`config.mk`:
```
export PLATFORM = sky130hd
export DESIGN_NAME = serial_cla_subtractor_16
export DESIGN_NICKNAME = d
export VERILOG_FILES = /design/src/rtl/serial_cla_subtractor_16_pkg.sv /design/src/rtl/serial_cla_subtractor_16_cla.sv /design/src/rtl/serial_cla_subtractor_16.sv
export SDC_FILE = /design/constraint.sdc
export NUM_CORES = 1
export LEC_CHECK = 0
export BUFFER_PORTS_ARGS = -buffer_cell sky130_fd_sc_hd__buf_4
export CELL_PAD_IN_SITES_DETAIL_PLACEMENT = 0
export CELL_PAD_IN_SITES_GLOBAL_PLACEMENT = 1
export CORE_ASPECT_RATIO = 0.8
export CORE_MARGIN = 8
export CORE_UTILIZATION = 37
export DETAILED_ROUTE_END_ITERATION = 12
export GPL_ROUTABILITY_DRIVEN = 0
export PLACE_DENSITY_LB_ADDON = 0.1
export SLEW_MARGIN = 20
export SYNTH_ARGS = -nofsm -noshare
export SYNTH_HDL_FRONTEND = slang
export SYNTH_SLANG_ARGS = --single-unit
```
`constraint.sdc`:
```
create_clock -name clk -period 2.57 [get_ports clk]
set_clock_uncertainty 0.15 [all_clocks]
set_input_delay 0 -clock clk [delete_from_list [all_inputs] [get_ports clk]]
set_output_delay 0 -clock clk [all_outputs]
set_load 0.1 [all_outputs]
```
`src/rtl/serial_cla_subtractor_16_pkg.sv`:
```
// Shared constants and FSM encoding for the nibble-serial CLA subtractor.
// Width is fixed at NIBBLES * NIBBLE_W = 16 bits.
package serial_cla_subtractor_16_pkg;

  localparam int NIBBLES  = 4;
  localparam int NIBBLE_W = 4;
  localparam int WIDTH    = NIBBLES * NIBBLE_W;
  localparam int CNT_W    = $clog2(NIBBLES);
  localparam int NIB_SH   = $clog2(NIBBLE_W);

  typedef enum logic [1:0] {
    IDLE = 2'd0,
    CALC = 2'd1,
    DONE = 2'd2
  } state_t;

endpackage

```
`src/rtl/serial_cla_subtractor_16_cla.sv`:
```
// 4-bit carry-lookahead adder slice: s = a + b + c_in, with all carries
// formed directly from generate/propagate terms rather than rippled.
module cla_4_bit
  import serial_cla_subtractor_16_pkg::*;
(
  input  logic [NIBBLE_W-1:0] a,
  input  logic [NIBBLE_W-1:0] b,
  input  logic                c_in,
  output logic [NIBBLE_W-1:0] s,
  output logic                c_out
);

  logic [NIBBLE_W-1:0] g;
  logic [NIBBLE_W-1:0] p;
  logic [NIBBLE_W:0]   c;

  assign g = a & b;
  assign p = a ^ b;

  assign c[0] = c_in;
  assign c[1] = g[0] | (p[0] & c_in);
  assign c[2] = g[1] | (p[1] & g[0]) | (p[1] & p[0] & c_in);
  assign c[3] = g[2] | (p[2] & g[1]) | (p[2] & p[1] & g[0])
              | (p[2] & p[1] & p[0] & c_in);
  assign c[4] = g[3] | (p[3] & g[2]) | (p[3] & p[2] & g[1])
              | (p[3] & p[2] & p[1] & g[0])
              | (p[3] & p[2] & p[1] & p[0] & c_in);

  assign s     = p ^ c[NIBBLE_W-1:0];
  assign c_out = c[NIBBLE_W];

endmodule

```
`src/rtl/serial_cla_subtractor_16.sv`:
```
// 16-bit subtractor d = a - b - b_in computed as a + ~b + ~b_in, one nibble
// per cycle through a single reused CLA slice, with valid/ready handshakes.
module serial_cla_subtractor_16
  import serial_cla_subtractor_16_pkg::*;
(
  input  logic             clk,
  input  logic             rst_n,
  input  logic [WIDTH-1:0] a,
  input  logic [WIDTH-1:0] b,
  input  logic             b_in,
  input  logic             in_valid,
  output logic             in_ready,
  output logic [WIDTH-1:0] d,
  output logic             b_out,
  output logic             ovf,
  output logic             out_valid,
  input  logic             out_ready
);

  state_t              state_q, state_d;
  logic [WIDTH-1:0]    a_q, a_d;
  logic [WIDTH-1:0]    nb_q, nb_d;
  logic [WIDTH-1:0]    d_q, d_d;
  logic                carry_q, carry_d;
  logic [CNT_W-1:0]    nib_q, nib_d;
  logic                in_ready_q, in_ready_d;
  logic                out_valid_q, out_valid_d;
  logic                b_out_q, b_out_d;
  logic                ovf_q, ovf_d;

  logic [CNT_W+NIB_SH-1:0] bit_base;
  logic [NIBBLE_W-1:0]     slice_a;
  logic [NIBBLE_W-1:0]     slice_b;
  logic [NIBBLE_W-1:0]     slice_s;
  logic                    slice_c;
  logic                    accept;
  logic                    last_nib;

  assign bit_base = {nib_q, {NIB_SH{1'b0}}};
  assign slice_a  = a_q[bit_base +: NIBBLE_W];
  assign slice_b  = nb_q[bit_base +: NIBBLE_W];
  assign accept   = in_valid & in_ready_q;
  assign last_nib = (nib_q == CNT_W'(NIBBLES - 1));

  cla_4_bit u_cla (
    .a     (slice_a),
    .b     (slice_b),
    .c_in  (carry_q),
    .s     (slice_s),
    .c_out (slice_c)
  );

  always_comb begin
    // NOTE: every _d gets its hold value first so no path through the case
    // leaves a signal unassigned, which would otherwise infer a latch.
    state_d     = state_q;
    a_d         = a_q;
    nb_d        = nb_q;
    d_d         = d_q;
    carry_d     = carry_q;
    nib_d       = nib_q;
    in_ready_d  = in_ready_q;
    out_valid_d = out_valid_q;
    b_out_d     = b_out_q;
    ovf_d       = ovf_q;

    case (state_q)
      IDLE: begin
        if (accept) begin
          a_d        = a;
          nb_d       = ~b;
          carry_d    = ~b_in;
          nib_d      = '0;
          in_ready_d = 1'b0;
          state_d    = CALC;
        end
      end

      CALC: begin
        d_d[bit_base +: NIBBLE_W] = slice_s;
        carry_d = slice_c;
        nib_d   = nib_q + 1'b1;
        if (last_nib) begin
          // Final carry of a + ~b + ~b_in is the inverted borrow; overflow
          // needs a[15], b[15] (= ~nb[15]) and the fresh top difference bit.
          b_out_d     = ~slice_c;
          ovf_d       = (a_q[WIDTH-1] ^ ~nb_q[WIDTH-1])
                      & (slice_s[NIBBLE_W-1] ^ a_q[WIDTH-1]);
          out_valid_d = 1'b1;
          state_d     = DONE;
        end
      end

      DONE: begin
        if (out_ready) begin
          out_valid_d = 1'b0;
          in_ready_d  = 1'b1;
          state_d     = IDLE;
        end
      end

      default: begin
        out_valid_d = 1'b0;
        in_ready_d  = 1'b1;
        state_d     = IDLE;
      end
    endcase
  end

  // NOTE: sequential state uses non-blocking assignments so every flop
  // samples the pre-edge values regardless of statement order.
  always_ff @(posedge clk or negedge rst_n) begin
    if (!rst_n) begin
      state_q     <= IDLE;
      a_q         <= '0;
      nb_q        <= '0;
      d_q         <= '0;
      carry_q     <= 1'b0;
      nib_q       <= '0;
      in_ready_q  <= 1'b1;
      out_valid_q <= 1'b0;
      b_out_q     <= 1'b0;
      ovf_q       <= 1'b0;
    end else begin
      state_q     <= state_d;
      a_q         <= a_d;
      nb_q        <= nb_d;
      d_q         <= d_d;
      carry_q     <= carry_d;
      nib_q       <= nib_d;
      in_ready_q  <= in_ready_d;
      out_valid_q <= out_valid_d;
      b_out_q     <= b_out_d;
      ovf_q       <= ovf_d;
    end
  end

  assign in_ready  = in_ready_q;
  assign out_valid = out_valid_q;
  assign d         = d_q;
  assign b_out     = b_out_q;
  assign ovf       = ovf_q;

endmodule
```
==> flow_summary.json, run 1 <==
{
  "status": "finished, final reports clean",
  "final_common_cell": "nand2_1",
  "fill_cells": 606,
  "cts_buffers": 9,
  "leakagePower_nw": 1.92,
  "worstMarginPinSlew_ns": 0.721,
  "drcViolationCount": 0,
  "crit_slowest_cell": "mux4_2",
  "crit_arrival_ns": 2.56,
  "setup_tns_ns": 0,
  "avgSynthCellArea_um2": 10.2,
  "dieArea_um2": 10200,
  "setup-violations-final": 0,
  "grt_max_degree": 58,
  "finalNonFillerCells": 465,
  "path_cells": "buf_12, mux4_2, buf_4, ha_2, a21oi_2, nand4b_1, a311oi_1, or3b_4",
  "die_w_um": 111,
  "antenna_found_initial": 0,
  "drt_iter0_drc": 38,
  "cts_tree": "yes",
  "rows": 27,
  "post-route-period-util": 0.974,
  "fmax_ghz": 0.400,
  "portBuffers": 56,
  "critPathLaunch": "nib_q[0]",
  "ant_nets": 0,
  "whs_ns": 0.0877,
  "met3_wirelength_um": 300,
  "utilization": 0.573,
  "final_nets": 423,
  "netlist_area_um2": 2680,
  "pin_count": 57,
  "grt_first_pass_wirelength_mm": 11.6,
  "root_buffer": "clkbuf_8",
  "end_kind": "flip-flop",
  "clk_path_buf_depth": 2,
  "core_um2": 6960,
  "layout_common_cells": "nand2_1 (76), buf_4 (72), dfrtp_1 (55)",
  "area_growth_pct": 48.6,
  "rsz0062_at_grt": "yes",
  "clkLatencyLatePin_ns": 0.33,
  "ctsHtreeMaxLevel": 3,
  "ys.flop_type": "dfrtp_1",
  "drive_above_1_share": 0.307,
  "cp_data_required_time_ns": 2.63,
  "clock-sinks": 57,
  "critPathMaxStageDelay_ns": 0.55,
  "syn_inst": 263,
  "wl_met1_mm": 3.33,
  "via_per_inst": 4.76,
  "path_max_fanout": 5,
  "synth_edf_count": 0,
  "reg2reg_from": "nib_q[0]",
  "clkTransAtPathRegs_ns": 0.07,
  "wl_per_cell_um": 14.5,
  "grt.total_usage": 0.138,
  "wl_mm": 6.75,
  "top_layer": "met4",
  "overflow": 0,
  "hold_violations": 0,
  "ys_async_sr_fraction": 1.00,
  "ys_ff_latch": 57,
  "path_class": "reg -> reg",
  "dr_total_vias": 2214,
  "ys_seq_area_frac": 0.532,
  "synthesis.nets": 312,
  "powerDensity_nw_per_um2": 1530,
  "hp-class": "in -> async",
  "die_h_um": 92.1,
  "min_period_ns": 2.50,
  "synth_cell_type_count": 37,
  "grt_pass1_vias": 2360,
  "ys_warn_count": 0,
  "hpwlAfterDp_mm": 4.50,
  "cp-start-kind": "flip-flop",
  "drv_cap": 0,
  "initial_utilization": 0.385,
  "routed-wl-met2_mm": 3.06,
  "dp_cells": 410,
  "slew_violations": 0,
  "first_pass_iters": 4,
  "num_antenna_cells": 0,
  "relSlewSlack": 0.519,
  "vdd_drop_max_mv": 0.641
}
[power by group]
part	switching [W]	internal [W]
clock	0.000341	0.000438
sequential	0.000263	0.00128
combinational	0.00218	0.00157
[area by class of cell]
type,instances,area (µm²),share of cell area
multi-input cells,191,1290,0.324
repair buffers,112,968,0.243
clock buffers,11,131,0.0330
well taps,87,109,0.0273
clock inverters,4,45.0,0.0113
flip-flops and latches,57,1430,0.359
inverters,3,11.3,0.00283
[repair_timing]
item / 4_1_cts / 5_1_grt
cloned: 0 / 1
resized for setup: 2 / 16
hold buffers: 36 / 0
buffers inserted: 1 / 2
setup endpoints to repair: 4 / 13
pin swaps: 0 / 9
hold endpoints to repair: 93 / 0
[critical path: cells and delay by family (launching register included)]
| family | cells | cell delay, ns |
|---|---|---|
| adders and majority gates | 1 | 0.18 |
| buffers and inverters | 2 | 0.30 |
| and+or+nand+nor | 2 | 0.56 |
| AOI/OAI and AO/OA | 2 | 0.21 |
| muxes | 1 | 0.55 |
| DFF | 1 | 0.41 |
[stage by stage]
stage / cell area, µm² / worst slack [ns] / power, W
3_5_place_dp: 3300 / -0.0344 / 0.00485
4_1_cts: 3860 / -0.0172 / 0.00574
2_1_floorplan: 2700 / 0.00226 / 0.00368
5_1_grt: 3990 / -0.0459 / 0.00654
3_3_place_gp: 3300 / 0.00326 / 0.00484
6_report: 3990 / 0.0677 / 0.00608
[synth_stat cells (all sizes together) (2+ instances only)]
library cell  count  area share
a21o              2      0.0056
a21oi            19       0.035
buf               8       0.020
clkbuf            4      0.0056
dfrtp            56        0.52
ha               11       0.051
inv               3      0.0042
mux4              8       0.067
nand2            77        0.11
nand2b            4      0.0093
nand3b            3      0.0084
nand4             3      0.0070
nor2             24       0.034
o21ai            13       0.024
o31ai             4       0.011
o41ai             7       0.023
[final timing paths]
kind	cells after the start	slack, ns	endpoint
hold reg to reg	2	0.32	a_q[2]
hold / removal	2	0.09	state_q[1]
min in group clk	3	0.22	nb_q[0]
max in group asynchronous	2	1.63	nib_q[0]
setup / recovery	8	0.07	ovf
setup reg to reg	8	0.07	ovf
[cell families after synthesis]
kind of cell,count (synthesis),synth area share
simple gates,120,0.193
compound gates,49,0.112
buf+inv,15,0.0299
fa+ha+maj,12,0.0588
flops,57,0.532
xor+xnor,2,0.00653
mux,8,0.0672
[state kept, by name, indices dropped and copies added, names as in the netlist]
name       flops
out_valid      1
carry_q        1
in_ready       1
ovf            1
nib_q          2
d             16
nb_q          16
b_out          1
a_q           16
state_q        2
[layer usage]
metal / GRT usage / up-vias
li1: - / 1136
met4: 0.0520 / 0
met3: 0.0469 / 7
met5: 0 / -
met1: 0.181 / 1022
met2: 0.207 / 49
Note: power is estimated with default switching activity, not from simulation.
==> run 2: changes to the inputs <==
- CORE_UTILIZATION: 37 -> 40
- clock period: 2.57 -> 3.2 ns (I/O delays scaled with it)
==> run 2 against run 1 <==
Compared with the run above: global-route usage is 1.1 points higher; sequential power is 16% lower; worst setup slack better by 0.20 ns; via count is 1.7% lower; worst hold slack better by 0.016 ns; sequential share of layout area is 2.7 points higher; die area is 6.3% lower; cell count is 4.1% lower; core utilization is 0.20 points higher; non-clock buffer count is 17 lower.
==> flow_summary.json, run 2 (synthesized netlist as in run 1, its figures left out) <==
{
  "status": "finished, final reports clean",
  "hpwlAfterDp_mm": 4.49,
  "seq_area_um2": 1430,
  "grt_first_pass_wirelength_mm": 11.1,
  "rsz0062_at_grt": "no",
  "overflow": 0,
  "pin_count": 57,
  "layout_common_cells": "nand2_1 (76), buf_4 (59), dfrtp_1 (56)",
  "via_per_inst": 4.88,
  "leakagePower_nw": 1.78,
  "wl_per_cell_um": 14.5,
  "antenna_found_initial": 0,
  "finalPower_w": 0.00406,
  "setup-violations-final": 0,
  "cts_tree": "yes",
  "core_um2": 6440,
  "die_h_um": 89.2,
  "whs_ns": 0.103,
  "initial_utilization": 0.416,
  "multi_input_area_um2": 1190,
  "ant_nets": 0,
  "post-route-period-util": 0.916,
  "dr_total_vias": 2177,
  "fmax_ghz": 0.341,
  "vdd_drop_max_mv": 0.570,
  "rr_worst_depth": 6,
  "first_pass_iters": 4,
  "drt_iter0_drc": 78,
  "groute.layer.met2.usage": 0.233,
  "slew_violations": 0,
  "min_period_ns": 2.93,
  "hold_violations": 0,
  "clkLatencyLatePin_ns": 0.34,
  "dpl-instance-area_um2": 3180,
  "crit_arrival_ns": 2.99,
  "critPathLaunch": "nib_q[0]",
  "design_area_um2": 3700,
  "portBuffers": 56,
  "final_nets": 406,
  "drive_above_1_share": 0.235,
  "clock-sinks": 57,
  "reg2reg_from": "nib_q[0]",
  "setup_tns_ns": 0,
  "cp-start-kind": "flip-flop",
  "relSlewSlack": 0.509,
  "clk_path_buf_depth": 2,
  "worstMarginPinSlew_ns": 0.736,
  "grt.total_usage": 0.150,
  "area_growth_pct": 38.0,
  "clkTransAtPathRegs_ns": 0.06,
  "path_max_fanout": 12,
  "grt_pass1_vias": 2263,
  "dieArea_um2": 9600,
  "grt_use_met1": 0.188,
  "hp-class": "in -> async",
  "drcViolationCount": 0,
  "powerDensity_nw_per_um2": 1100,
  "num_antenna_cells": 0,
  "wl_mm": 6.47,
  "final_common_cell": "nand2_1",
  "cts_buffers": 9,
  "cts_resized": 0,
  "end_kind": "flip-flop",
  "drv_cap": 0,
  "rows": 26,
  "top_usage_layer": "met2",
  "cp_data_required_time_ns": 3.26,
  "ctsHtreeMaxLevel": 3,
  "die_w_um": 108,
  "root_buffer": "clkbuf_8",
  "utilization": 0.575,
  "fill_cells": 565,
  "grt_max_degree": 58,
  "grtUsageMet3": 0.0598,
  "path_class": "reg -> reg"
}
run 2: cell count changes in the layout (fill, tap and decap cells not counted), sizes merged:
cell and delta:
buf -16, bufinv -1, clkinv +1
run 2: per-stage QoR:
step                      setup slack [ns]  std cells
after floorplan                      0.437        263
after CTS                            0.209        446
after global placement               0.273        394
final                                0.267        446
after detailed placement             0.211        394
after global routing                0.0509        446
run 2: cell type report:
class	instances	area share
flip-flops and latches	57	0.386
well taps	84	0.0284
multi-input cells	191	0.321
inverters	3	0.00304
clock buffers	12	0.0392
clock inverters	4	0.00541
repair buffers	95	0.217
run 2: path summary, 6_finish.rpt:
| path | end | slack (ns) |
|---|---|---|
| setup / recovery | ovf | 0.27 |
| hold / removal | state_q[1] | 0.10 |
| setup reg to reg | ovf | 0.27 |
| hold reg to reg | d[1] | 0.32 |
| max in group asynchronous | d[13] | 2.29 |
| min in group clk | nb_q[5] | 0.21 |
run 2: report_power, final:
part           switching [W]  leakage, nW  total [W]  internal [W]
clock network       0.000276       0.0899   0.000572      0.000297
registers           0.000262        0.716    0.00129       0.00103
logic                0.00145        0.974    0.00220      0.000752
run 2: timing repair:
item,4_1_cts,5_1_grt
buffers inserted,0,0
hold endpoints to repair,93,0
hold buffers,36,0
run 2: layer usage:
layer	wire, µm	up-vias
met3	389	9
met4	78	0
met1	3030	1028
met5	0	-
li1	-	1092
met2	2970	48
run 2: worst max-delay path, cell delays in order (launching register included):
cell	delay (ns)
dfrtp_1	0.72
mux4_2	0.63
ha_1	0.35
a211oi_1	0.23
o21ai_0	0.17
nand4_1	0.12
or3b_2	0.43
